$ cat config.mk
export PLATFORM = sky130hd
export DESIGN_NAME = cnn_pool_kxk_stream
export DESIGN_NICKNAME = d
export VERILOG_FILES = /design/src/rtl/cnn_pool_pkg.sv /design/src/rtl/pool_line_buffer.sv /design/src/rtl/cnn_pool_kxk_stream.sv
export SDC_FILE = /design/constraint.sdc
export NUM_CORES = 2
export LEC_CHECK = 0
export CORE_MARGIN = 2
export CORE_UTILIZATION = 40
export DETAILED_ROUTE_END_ITERATION = 12
export PLACE_DENSITY = 0.6
export SLEW_MARGIN = 20
export SYNTH_ARGS = -nofsm -noshare
export SYNTH_HDL_FRONTEND = slang
export SYNTH_SLANG_ARGS = --single-unit
$ cat constraint.sdc
create_clock -name clk -period 12.8 [get_ports clk]
set_input_delay 1.92 -clock clk [delete_from_list [all_inputs] [get_ports clk]]
set_output_delay 1.92 -clock clk [all_outputs]
set_load 0.01 [all_outputs]
$ cat src/rtl/cnn_pool_pkg.sv
// Shared types and constants for the streaming KxK pooling block:
// mode encoding, fixed-point reciprocal constants and counter sizing.
package cnn_pool_pkg;

    typedef enum logic {
        POOL_AVG = 1'b0,
        POOL_MAX = 1'b1
    } pool_mode_e;

    localparam int RECIP_SHIFT = 16;
    localparam int RECIP_ROUND = 32768;
    localparam int RECIP_W     = 17;

    // round(2^16 / (k*k)) in integer arithmetic
    function automatic int recip_for(input int k);
        return ((1 << RECIP_SHIFT) + ((k * k) / 2)) / (k * k);
    endfunction

    function automatic int cnt_w(input int n);
        return (n <= 1) ? 1 : $clog2(n);
    endfunction

endpackage

$ cat src/rtl/pool_line_buffer.sv
// Row storage for KERNEL-1 previous rows plus per-channel column history,
// presenting the KERNEL*KERNEL window (row-major, oldest row/column first).
module pool_line_buffer
    import cnn_pool_pkg::*;
#(
    parameter int DATA_WIDTH  = 16,
    parameter int IMAGE_WIDTH = 8,
    parameter int CHANNEL_NUM = 4,
    parameter int KERNEL      = 3,
    localparam int CHW        = cnt_w(CHANNEL_NUM),
    localparam int COLW       = cnt_w(IMAGE_WIDTH)
) (
    input  logic                                 clk,
    input  logic                                 we_i,
    input  logic [CHW-1:0]                       ch_i,
    input  logic [COLW-1:0]                      col_i,
    input  logic [DATA_WIDTH-1:0]                pxl_i,
    output logic [KERNEL*KERNEL*DATA_WIDTH-1:0]  taps_o
);

    localparam int DEPTH = IMAGE_WIDTH * CHANNEL_NUM;
    localparam int AW    = cnt_w(DEPTH);

    logic [DATA_WIDTH-1:0] lb_q  [KERNEL-1][DEPTH];
    logic [DATA_WIDTH-1:0] win_q [CHANNEL_NUM][KERNEL][KERNEL-1];
    logic [DATA_WIDTH-1:0] col_s [KERNEL];
    logic [AW-1:0]         addr_s;

    assign addr_s = AW'(col_i) * AW'(CHANNEL_NUM) + AW'(ch_i);

    // Newest column comes from the stored rows plus the live sample; older columns from history.
    always_comb begin
        taps_o = '0;
        for (int r = 0; r < KERNEL - 1; r++) begin
            col_s[r] = lb_q[KERNEL-2-r][addr_s];
        end
        col_s[KERNEL-1] = pxl_i;
        for (int r = 0; r < KERNEL; r++) begin
            for (int c = 0; c < KERNEL - 1; c++) begin
                taps_o[(r*KERNEL+c)*DATA_WIDTH +: DATA_WIDTH] = win_q[ch_i][r][c];
            end
            taps_o[(r*KERNEL+KERNEL-1)*DATA_WIDTH +: DATA_WIDTH] = col_s[r];
        end
    end

    // Rows shift down one line and the channel's column history shifts left on every beat.
    always_ff @(posedge clk) begin
        if (we_i) begin
            lb_q[0][addr_s] <= pxl_i;
            for (int i = 1; i < KERNEL - 1; i++) begin
                lb_q[i][addr_s] <= lb_q[i-1][addr_s];
            end
            for (int r = 0; r < KERNEL; r++) begin
                for (int c = 0; c < KERNEL - 2; c++) begin
                    win_q[ch_i][r][c] <= win_q[ch_i][r][c+1];
                end
                win_q[ch_i][r][KERNEL-2] <= col_s[r];
            end
        end
    end

endmodule

$ cat src/rtl/cnn_pool_kxk_stream.sv
// Streaming KxK average pooling over a channel-interleaved frame, 3-cycle latency.
// Define POOL_MAX_MODE_EN to add the max datapath and the frame-sampled mode register.
module cnn_pool_kxk_stream
    import cnn_pool_pkg::*;
#(
    parameter int DATA_WIDTH   = 16,
    parameter int IMAGE_WIDTH  = 8,
    parameter int IMAGE_HEIGHT = 8,
    parameter int CHANNEL_NUM  = 4,
    parameter int KERNEL       = 3,
    parameter int STRIDE       = 1
) (
    input  logic                  clk,
    input  logic                  reset,
    input  logic                  valid_in,
    input  logic [DATA_WIDTH-1:0] pxl_in,
    input  logic                  mode,
    output logic [DATA_WIDTH-1:0] pxl_out,
    output logic                  valid_out,
    output logic                  frame_done
);

    localparam int   CHW      = cnt_w(CHANNEL_NUM);
    localparam int   COLW     = cnt_w(IMAGE_WIDTH);
    localparam int   ROWW     = cnt_w(IMAGE_HEIGHT);
    localparam int   NTAP     = KERNEL * KERNEL;
    localparam int   SUMW     = DATA_WIDTH + 4;
    localparam int   PRODW    = SUMW + RECIP_W;
    localparam int   QW       = PRODW - RECIP_SHIFT;
    localparam int   RECIP    = recip_for(KERNEL);
    localparam int   KM1      = KERNEL - 1;
    localparam logic KM1_ODD  = 1'((KERNEL - 1) % 2);
    localparam int   LAST_ROW = KM1 + STRIDE * ((IMAGE_HEIGHT - KERNEL) / STRIDE);
    localparam int   LAST_COL = KM1 + STRIDE * ((IMAGE_WIDTH - KERNEL) / STRIDE);

    logic [CHW-1:0]             ch_q, ch_d;
    logic [COLW-1:0]            col_q, col_d;
    logic [ROWW-1:0]            row_q, row_d;
    logic                       last_ch_s, last_col_s, last_row_s;
    logic                       win_s, win_last_s;
    logic [NTAP*DATA_WIDTH-1:0] taps_s, taps1_q;
    logic                       v1_q, last1_q, v2_q, last2_q;
    logic [SUMW-1:0]            sum_s, sum2_q;
    logic [PRODW-1:0]           prod_s;
    logic [QW-1:0]              quot_s;
    logic [DATA_WIDTH-1:0]      avg_s, res_s;
    logic                       valid_out_q, frame_done_q;
    logic [DATA_WIDTH-1:0]      pxl_out_q;
`ifdef POOL_MAX_MODE_EN
    pool_mode_e                 mode_q, mode1_q, mode2_q;
    logic [DATA_WIDTH-1:0]      max_s;
    logic                       first_s;
    assign first_s = (ch_q == '0) && (col_q == '0) && (row_q == '0);
`else
    logic                       unused_mode_s;
    assign unused_mode_s = mode;
`endif

    assign last_ch_s  = (ch_q  == CHW'(CHANNEL_NUM - 1));
    assign last_col_s = (col_q == COLW'(IMAGE_WIDTH - 1));
    assign last_row_s = (row_q == ROWW'(IMAGE_HEIGHT - 1));

    // No padding: a window closes on the bottom-right sample of an aligned KxK block.
    assign win_s = valid_in
                && (row_q >= ROWW'(KM1)) && ((STRIDE == 1) || (row_q[0] == KM1_ODD))
                && (col_q >= COLW'(KM1)) && ((STRIDE == 1) || (col_q[0] == KM1_ODD));
    assign win_last_s = win_s && last_ch_s
                     && (row_q == ROWW'(LAST_ROW)) && (col_q == COLW'(LAST_COL));

    pool_line_buffer #(
        .DATA_WIDTH (DATA_WIDTH),
        .IMAGE_WIDTH(IMAGE_WIDTH),
        .CHANNEL_NUM(CHANNEL_NUM),
        .KERNEL     (KERNEL)
    ) u_line_buffer (
        .clk   (clk),
        .we_i  (valid_in),
        .ch_i  (ch_q),
        .col_i (col_q),
        .pxl_i (pxl_in),
        .taps_o(taps_s)
    );

    // Channel-fastest position counters, advancing only on accepted beats.
    always_comb begin
        ch_d  = ch_q;
        col_d = col_q;
        row_d = row_q;
        if (valid_in) begin
            if (last_ch_s) begin
                ch_d = '0;
                if (last_col_s) begin
                    col_d = '0;
                    if (last_row_s) begin
                        row_d = '0;
                    end else begin
                        row_d = row_q + ROWW'(1);
                    end
                end else begin
                    col_d = col_q + COLW'(1);
                end
            end else begin
                ch_d = ch_q + CHW'(1);
            end
        end else begin
            ch_d = ch_q;
        end
    end

    // Window reduction: exact sum, plus unsigned max when that datapath is built.
    always_comb begin
        sum_s = '0;
`ifdef POOL_MAX_MODE_EN
        max_s = '0;
`endif
        for (int i = 0; i < NTAP; i++) begin
            sum_s = sum_s + SUMW'(taps1_q[i*DATA_WIDTH +: DATA_WIDTH]);
`ifdef POOL_MAX_MODE_EN
            max_s = (taps1_q[i*DATA_WIDTH +: DATA_WIDTH] > max_s)
                  ? taps1_q[i*DATA_WIDTH +: DATA_WIDTH] : max_s;
`endif
        end
    end

    // Reciprocal multiply with round-half-up, saturated to the pixel range.
    always_comb begin
        prod_s = PRODW'(sum2_q) * PRODW'(RECIP) + PRODW'(RECIP_ROUND);
        quot_s = QW'(prod_s >> RECIP_SHIFT);
        if (|quot_s[QW-1:DATA_WIDTH]) begin
            avg_s = '1;
        end else begin
            avg_s = quot_s[DATA_WIDTH-1:0];
        end
`ifdef POOL_MAX_MODE_EN
        if (mode2_q == POOL_MAX) begin
            res_s = sum2_q[DATA_WIDTH-1:0];
        end else begin
            res_s = avg_s;
        end
`else
        res_s = avg_s;
`endif
    end

    // Counters, frame-sampled mode and the three-stage result pipeline.
    always_ff @(posedge clk or negedge reset) begin
        if (!reset) begin
            ch_q         <= '0;
            col_q        <= '0;
            row_q        <= '0;
            v1_q         <= 1'b0;
            last1_q      <= 1'b0;
            taps1_q      <= '0;
            v2_q         <= 1'b0;
            last2_q      <= 1'b0;
            sum2_q       <= '0;
            valid_out_q  <= 1'b0;
            frame_done_q <= 1'b0;
            pxl_out_q    <= '0;
`ifdef POOL_MAX_MODE_EN
            mode_q       <= POOL_AVG;
            mode1_q      <= POOL_AVG;
            mode2_q      <= POOL_AVG;
`endif
        end else begin
            ch_q         <= ch_d;
            col_q        <= col_d;
            row_q        <= row_d;
            v1_q         <= win_s;
            last1_q      <= win_last_s;
            if (win_s) begin
                taps1_q <= taps_s;
            end
            v2_q         <= v1_q;
            last2_q      <= v1_q & last1_q;
            valid_out_q  <= v2_q;
            frame_done_q <= v2_q & last2_q;
            if (v2_q) begin
                pxl_out_q <= res_s;
            end
`ifdef POOL_MAX_MODE_EN
            if (valid_in && first_s) begin
                mode_q <= pool_mode_e'(mode);
            end
            if (win_s) begin
                mode1_q <= mode_q;
            end
            mode2_q <= mode1_q;
            sum2_q  <= (mode1_q == POOL_MAX) ? SUMW'(max_s) : sum_s;
`else
            sum2_q  <= sum_s;
`endif
        end
    end

    assign pxl_out    = pxl_out_q;
    assign valid_out  = valid_out_q;
    assign frame_done = frame_done_q;

endmodule

# [Word level (Yosys, flattened, before mapping)]
# Memory sizes are Yosys's and may differ from the RTL's.
# Cells that the tools add are included.
[word_totals] register_bits=194 mem_bits_rw=1408 wordCells=62 memories=2
[mem_list] memory="u_line_buffer.lb_q" words=2 word_bits=512 read_ports=2 rd_ports_with_merged_regs=0 wr=2 line="pool_line_buffer.sv:24" rtl="logic [DATA_WIDTH-1:0] lb_q [KERNEL-1][DEPTH];"
[mem_list] memory="u_line_buffer.win_q" words=4 word_bits=96 read_ports=1 rd_ports_with_merged_regs=0 wr=1 line="pool_line_buffer.sv:25" rtl="logic [DATA_WIDTH-1:0] win_q [CHANNEL_NUM][KERNEL][KERNEL-1];"
[classes] n_addsub=13 multipliers=1 n_lt_le_gt_ge=4 eq_ne=3 n_mux=15 bitwise=3 reduce_logical=9
[op_table] op="$mux 512" count=1
[op_table] op="$bmux 16 s5" count=2
[op_table] op="$mux 16" count=6
[op_table] op="$add 20x16->20" count=4
[op_table] op="$demux 16 s5" count=1
[op_table] op="$add 33x16->34 const B" count=1
[op_table] op="$mul 20x12->32 const B" count=1
[op_table] op="$add 19x16->20" count=1
[op_table] op="$add 18x16->19" count=1
[op_table] op="$add 17x16->18" count=1
[op_table] op="$add 16x16->17" count=1
[op_table] op="$add 3x1->3 const B" count=2
[op_table] op="$eq 3x3->1 const B" count=2
[op_table] op="$ge 3x2->1 const B" count=2
[op_table] op="$ge 6x6->1 const B" count=1
[op_table] op="$logic_and 1x1->1" count=6
[op_table] op="$lt 6x1->1 const B" count=1
[op_table] op="$mux 3" count=2
[op_table] op="$not 5->6" count=1
[op_table] op="$add 5x2->5" count=1
[op_table] op="$reduce_or 5->1" count=1
[op_table] op="$reduce_and 3->1" count=1
[op_table] op="$add 2x1->2 const B" count=1
[op_table] op="$and 1x1->1" count=2
[op_table] op="other kinds (4)" count=5

# [Logic depth before layout (Yosys ltp)]
[depth] ltp_word=8 mapped_depth=24 ltp_nobuf=23

# [Cells and area by module]
# From an unflattened synthesis, not the netlist that was laid out.
[hier_totals] hier_cells=3720 area_unflattened_um2=67365.9
[by_module_without_submodules] mod="pool_line_buffer" n_inst=1 cells_each=2595 area_per_inst_um2=53172.2
[by_module_without_submodules] mod="cnn_pool_kxk_stream" n_inst=1 cells_each=1125 area_per_inst_um2=14193.6

# [Worst setup path before layout]
# No wires, ideal clock.
[synth_timing] path_kind="reg2reg" start="reg sum2_q[6]" end="reg pxl_out_q[10], in the netlist pxl_out[10]" arrival_time_ns=5.983 t_required_ns=12.679 path_slack_ns=6.696 stages_incl_launch_ff=23 path_buffers=2 synth_period_minus_slack_ns=6.104 cell_sequence="dfrtp_1 -> inv_1 -> fa_1 -> inv_1 -> ha_1 -> fa_1 -> fa_1 -> inv_1 -> fa_1 -> inv_1 -> ha_1 -> buf_2 -> nand4_2 -> or3_1 -> a211o_2 -> a211oi_1 -> o31ai_2 -> xnor2_1 -> or4_1 -> nor4_4 -> o21ai_4 -> buf_6 -> o22a_1"
[synth_via] elab_chain_cells=4
[synth_lines] item="from (decl)" line="cnn_pool_kxk_stream.sv:43" rtl="logic [SUMW-1:0] sum_s, sum2_q;"
[synth_lines] item="from (signal assigned)" line="cnn_pool_kxk_stream.sv:191" rtl="sum2_q <= sum_s;"
[synth_lines] item="$mul 20x12->32 *" line="cnn_pool_kxk_stream.sv:127" rtl="prod_s = PRODW'(sum2_q) * PRODW'(RECIP) + PRODW'(RECIP_ROUND);"
[synth_lines] item="$add 33x16->34 *" line="cnn_pool_kxk_stream.sv:127"
[synth_lines] item="$reduce_or 5->1" line="cnn_pool_kxk_stream.sv:129" rtl="if (|quot_s[QW-1:DATA_WIDTH]) begin"
[synth_lines] item="$mux 16 *" line="cnn_pool_kxk_stream.sv:129"
[synth_lines] item="to (signal assigned)" line="cnn_pool_kxk_stream.sv:179" rtl="pxl_out_q <= res_s;"
[synth_lines] item="to (decl)" line="cnn_pool_kxk_stream.sv:48" rtl="logic [DATA_WIDTH-1:0] pxl_out_q;"
# Mark *: on every way between the ends. The rest lies on a longest branch, timed or not.
# A chain may end at the register's enable or synchronous reset.

# [Worst setup path in the final report]
[layout_timing] start="reg sum2_q[8]" end="reg pxl_out_q[0], in the netlist pxl_out[0]"
# Same word-level chain as after synthesis.

==> out/results.ini <==
[run_status]
status = finished clean

[synthesis]
synth_cell_types = 74
ys_warn_count = 0
async_flop_share_pct = 12.11
synth_ff_type = edfxtp_1
synth_cells = 3474
synth_nets = 3789
synth_seq_cells = 1602
synth_area_mm2 = 0.06675
synth-edff-count = 1408
ys_seq_area_share_pct = 70.62
syn_area_per_cell_um2 = 19.21

[timing]
grt_setup_unrepaired = false
final-setup-viol-count = 0
max_slew_margin_pct = 28.19
period_share_pct = 52.41
finalHoldViolations = 0
clock_skew_ns = 0.06766
fmaxAchievable_mhz = 149.1
finalSetupTns_ns = 0
finalMaxSlewViolations = 0
timing.final.crit_period_ns = 6.708
worst_pin_slew_ns = 1.072

[floorplan]
rows = 149
die-area_mm2 = 0.1701
io_pins = 38
start_util_pct = 40.36
die_x_um = 412.5
die_height_um = 412.5
coreArea_mm2 = 0.1654

[worst_setup_path]
cp-end-kind = flop
r2r_setup_slack_ns = 6.09
r2r-end = pxl_out[0]$_DFFE_PN0P_
path_max_fanout = 16
critical_path_required_ns = 13.52
arrival_ns = 7.42
reg2reg_from = sum2_q[8]$_DFF_PN0_
critPathKind = reg -> reg
start_kind = flop
reg2reg_depth = 20

[route]
dr.pass1.iters = 5
vias = 32070
wire_per_inst_um = 25.13
drt_iter0_drc = 2946
vias_per_cell = 5.388
drcViolationCount = 0
ant_nets = 0
finalWirelength_um = 149600

[clock_tree]
tritoncts = yes
path_clk_slew_ns = 0.06
cts_num_sinks = 1602
clock_path_buffers = 3
ctsResizeCount = 0
post_cts_buffers = 0
cts.htree.levels = 4
ctsHoldBuffers = 0
cts_inserted_buffers = 161
worst_skew_pair.late_latency_ns = 0.80
clockRootBuffer = clkbuf_16

[final_layout]
final_nets = 3943
drive_gt1_share_pct = 21.94
design_area_mm2 = 0.07561
final_util_pct = 45.72
nFillCells = 13960
area.growth.synth_to_final_pct = 13.28

[placed_design]
placed_cell_area_mm2 = 0.07038
gp_congestion = 0.7529
dp_hpwl_um = 84310
io_buffer_count = 36

[global_routing]
grt_pass1_vias = 34040
grt_usage_pct = 17.98
grt_overflow = 0
grt_max_degree = 94
grt_pass1_wl_um = 224300
antenna_found_initial = 8

[hold_path]
hold_path.class = reg -> reg
holdPathStages = 0
hold_start = v1_q$_DFF_PN0_
whs_endpoint = v2_q$_DFF_PN0_

[flow_run]
drv_cap = 0

[power_and_ir_drop]
powerDensity_mw_per_mm2 = 209.2
p_leak_nw = 26.88
vdd_drop_max_v = 0.0001817
power_mw = 15.81

==> critical path, cell delays in order, from the launching register on <==
cell,delay (ns)
dfrtp_1,0.52
inv_1,0.10
fa_1,0.49
inv_1,0.06
ha_1,0.33
fa_1,0.49
fa_1,0.49
inv_1,0.05
fa_1,0.48
inv_1,0.04
ha_1,0.45
nand4_2,0.19
or3_1,0.34
a211o_2,0.39
a211oi_1,0.46
o31ai_2,0.16
xnor2_1,0.19
or4_1,0.61
o21a_1,0.23
o21ai_4,0.39
o22a_1,0.21
==> synthesized netlist by cell type, types with 18 or more instances <==
master	number	area (um^2)
a22oi_1	82	615.6
nand4_1	28	175.2
a21oi_1	27	135.1
edfxtp_1	1408	42280
nand2_1	275	1032
xor2_1	18	157.7
dfrtp_1	194	4855
mux4_2	352	7928
o21ai_0	22	110.1
a221oi_1	21	183.9
ha_1	128	1602
inv_1	234	878.3
nor2_1	66	247.7
clkbuf_1	96	360.4
mux2_2	71	799.5
a22o_1	19	166.4
buf_1	37	138.9
xnor2_1	31	271.5
fa_1	167	3343
nand3_1	24	120.1
==> flip-flops by register name, summed over array words and instances (netlist names) <==
signal and flops:
taps1_q 144, pxl_out 16, frame_done 1, sum2_q 20, last1_q 1, col_q 3
valid_out 1, u_line_buffer.lb_q 1024, v1_q 1, row_q 3, u_line_buffer.win_q 384, ch_q 2
v2_q 1, last2_q 1
==> per-layer routing <==
| metal | vias to the layer above | track usage, % | routed length (um) |
|---|---|---|---|
| met5 | - | 0 | 0 |
| met4 | 0 | 4.726 | 3132 |
| met3 | 205 | 3.086 | 7617 |
| met2 | 838 | 30.21 | 74580 |
| met1 | 17170 | 24.28 | 64250 |
| li1 | 13860 | - | - |
==> report_power, final <==
group | total (mW) | internal (mW) | leakage, nW | switching [mW]
clock network | 4.64 | 2.62 | 2.54 | 2.02
logic | 3.87 | 1.38 | 8.87 | 2.49
registers | 7.31 | 7.12 | 15.5 | 0.190
total | 15.8 | 11.1 | 26.9 | 4.70
==> logic make-up after synthesis <==
| kind of cell | synth area share [%] |
|---|---|
| flip-flops | 70.62 |
| buffers and inverters | 2.146 |
| adder cells (fa/ha/maj) | 7.408 |
| multiplexers | 13.08 |
| AND/OR/NAND/NOR | 3.161 |
| XOR/XNOR | 0.6842 |
| AO/OA/AOI/OAI | 2.907 |
==> stage by stage <==
| step | hold WS, ns | cells | worst slack [ns] |
|---|---|---|---|
| 2_1_floorplan | 0.3467 | 3474 | 6.696 |
| 3_3_place_gp | 0.4352 | 5654 | 6.080 |
| 3_5_place_dp | 0.4387 | 5654 | 6.067 |
| 4_1_cts | 0.4562 | 5949 | 6.079 |
| 5_1_grt | 0.4904 | 5950 | 5.704 |
| 6_report | 0.4571 | 5952 | 6.092 |
==> area by class of cell <==
cell class                 instances  area (um^2)  share of cell area [%]
inverter                         235        894.6                   1.183
multi-input combinational       1495        18470                   24.43
clock inverter                    91        940.9                   1.244
antenna                            3        7.507                0.009929
sequential                      1602        47140                   62.35
timing repair buffer             133         1131                   1.496
clock buffer                     204         4282                   5.663
tap                             2189         2739                   3.622
==> worst max-delay path by stage <==
stage / from / to / slack, ns / cells past startpoint
2_1_floorplan: sum2_q[6]$_DFF_PN0_ / pxl_out[10]$_DFFE_PN0P_ / 6.70 / 22
3_3_place_gp: sum2_q[8]$_DFF_PN0_ / pxl_out[2]$_DFFE_PN0P_ / 6.08 / 20
3_5_place_dp: sum2_q[8]$_DFF_PN0_ / pxl_out[0]$_DFFE_PN0P_ / 6.07 / 20
4_1_cts: sum2_q[8]$_DFF_PN0_ / pxl_out[5]$_DFFE_PN0P_ / 6.08 / 20
5_1_grt: sum2_q[8]$_DFF_PN0_ / pxl_out[1]$_DFFE_PN0P_ / 5.70 / 20
6_report: sum2_q[8]$_DFF_PN0_ / pxl_out[0]$_DFFE_PN0P_ / 6.09 / 20
==> cells in the final DEF, fill, tap and decap left out, types with 28 or more instances in the layout <==
| cell | netlist | final |
|---|---|---|
| inv_1 | 234 | 230 |
| fa_1 | 167 | 167 |
| clkbuf_1 | 96 | 35 |
| nor2_4 | 0 | 34 |
| mux2_2 | 71 | 71 |
| clkinv_2 | 0 | 31 |
| mux4_2 | 352 | 352 |
| xnor2_1 | 31 | 31 |
| buf_4 | 0 | 94 |
| nand2_1 | 275 | 275 |
| nor2_1 | 66 | 32 |
| ha_1 | 128 | 128 |
| edfxtp_1 | 1408 | 1408 |
| nand4_1 | 28 | 28 |
| a22oi_1 | 82 | 82 |
| clkdlybuf4s50_1 | 0 | 35 |
| dfrtp_1 | 194 | 192 |
| clkbuf_16 | 0 | 162 |
Power figures use the tool's default switching activity.
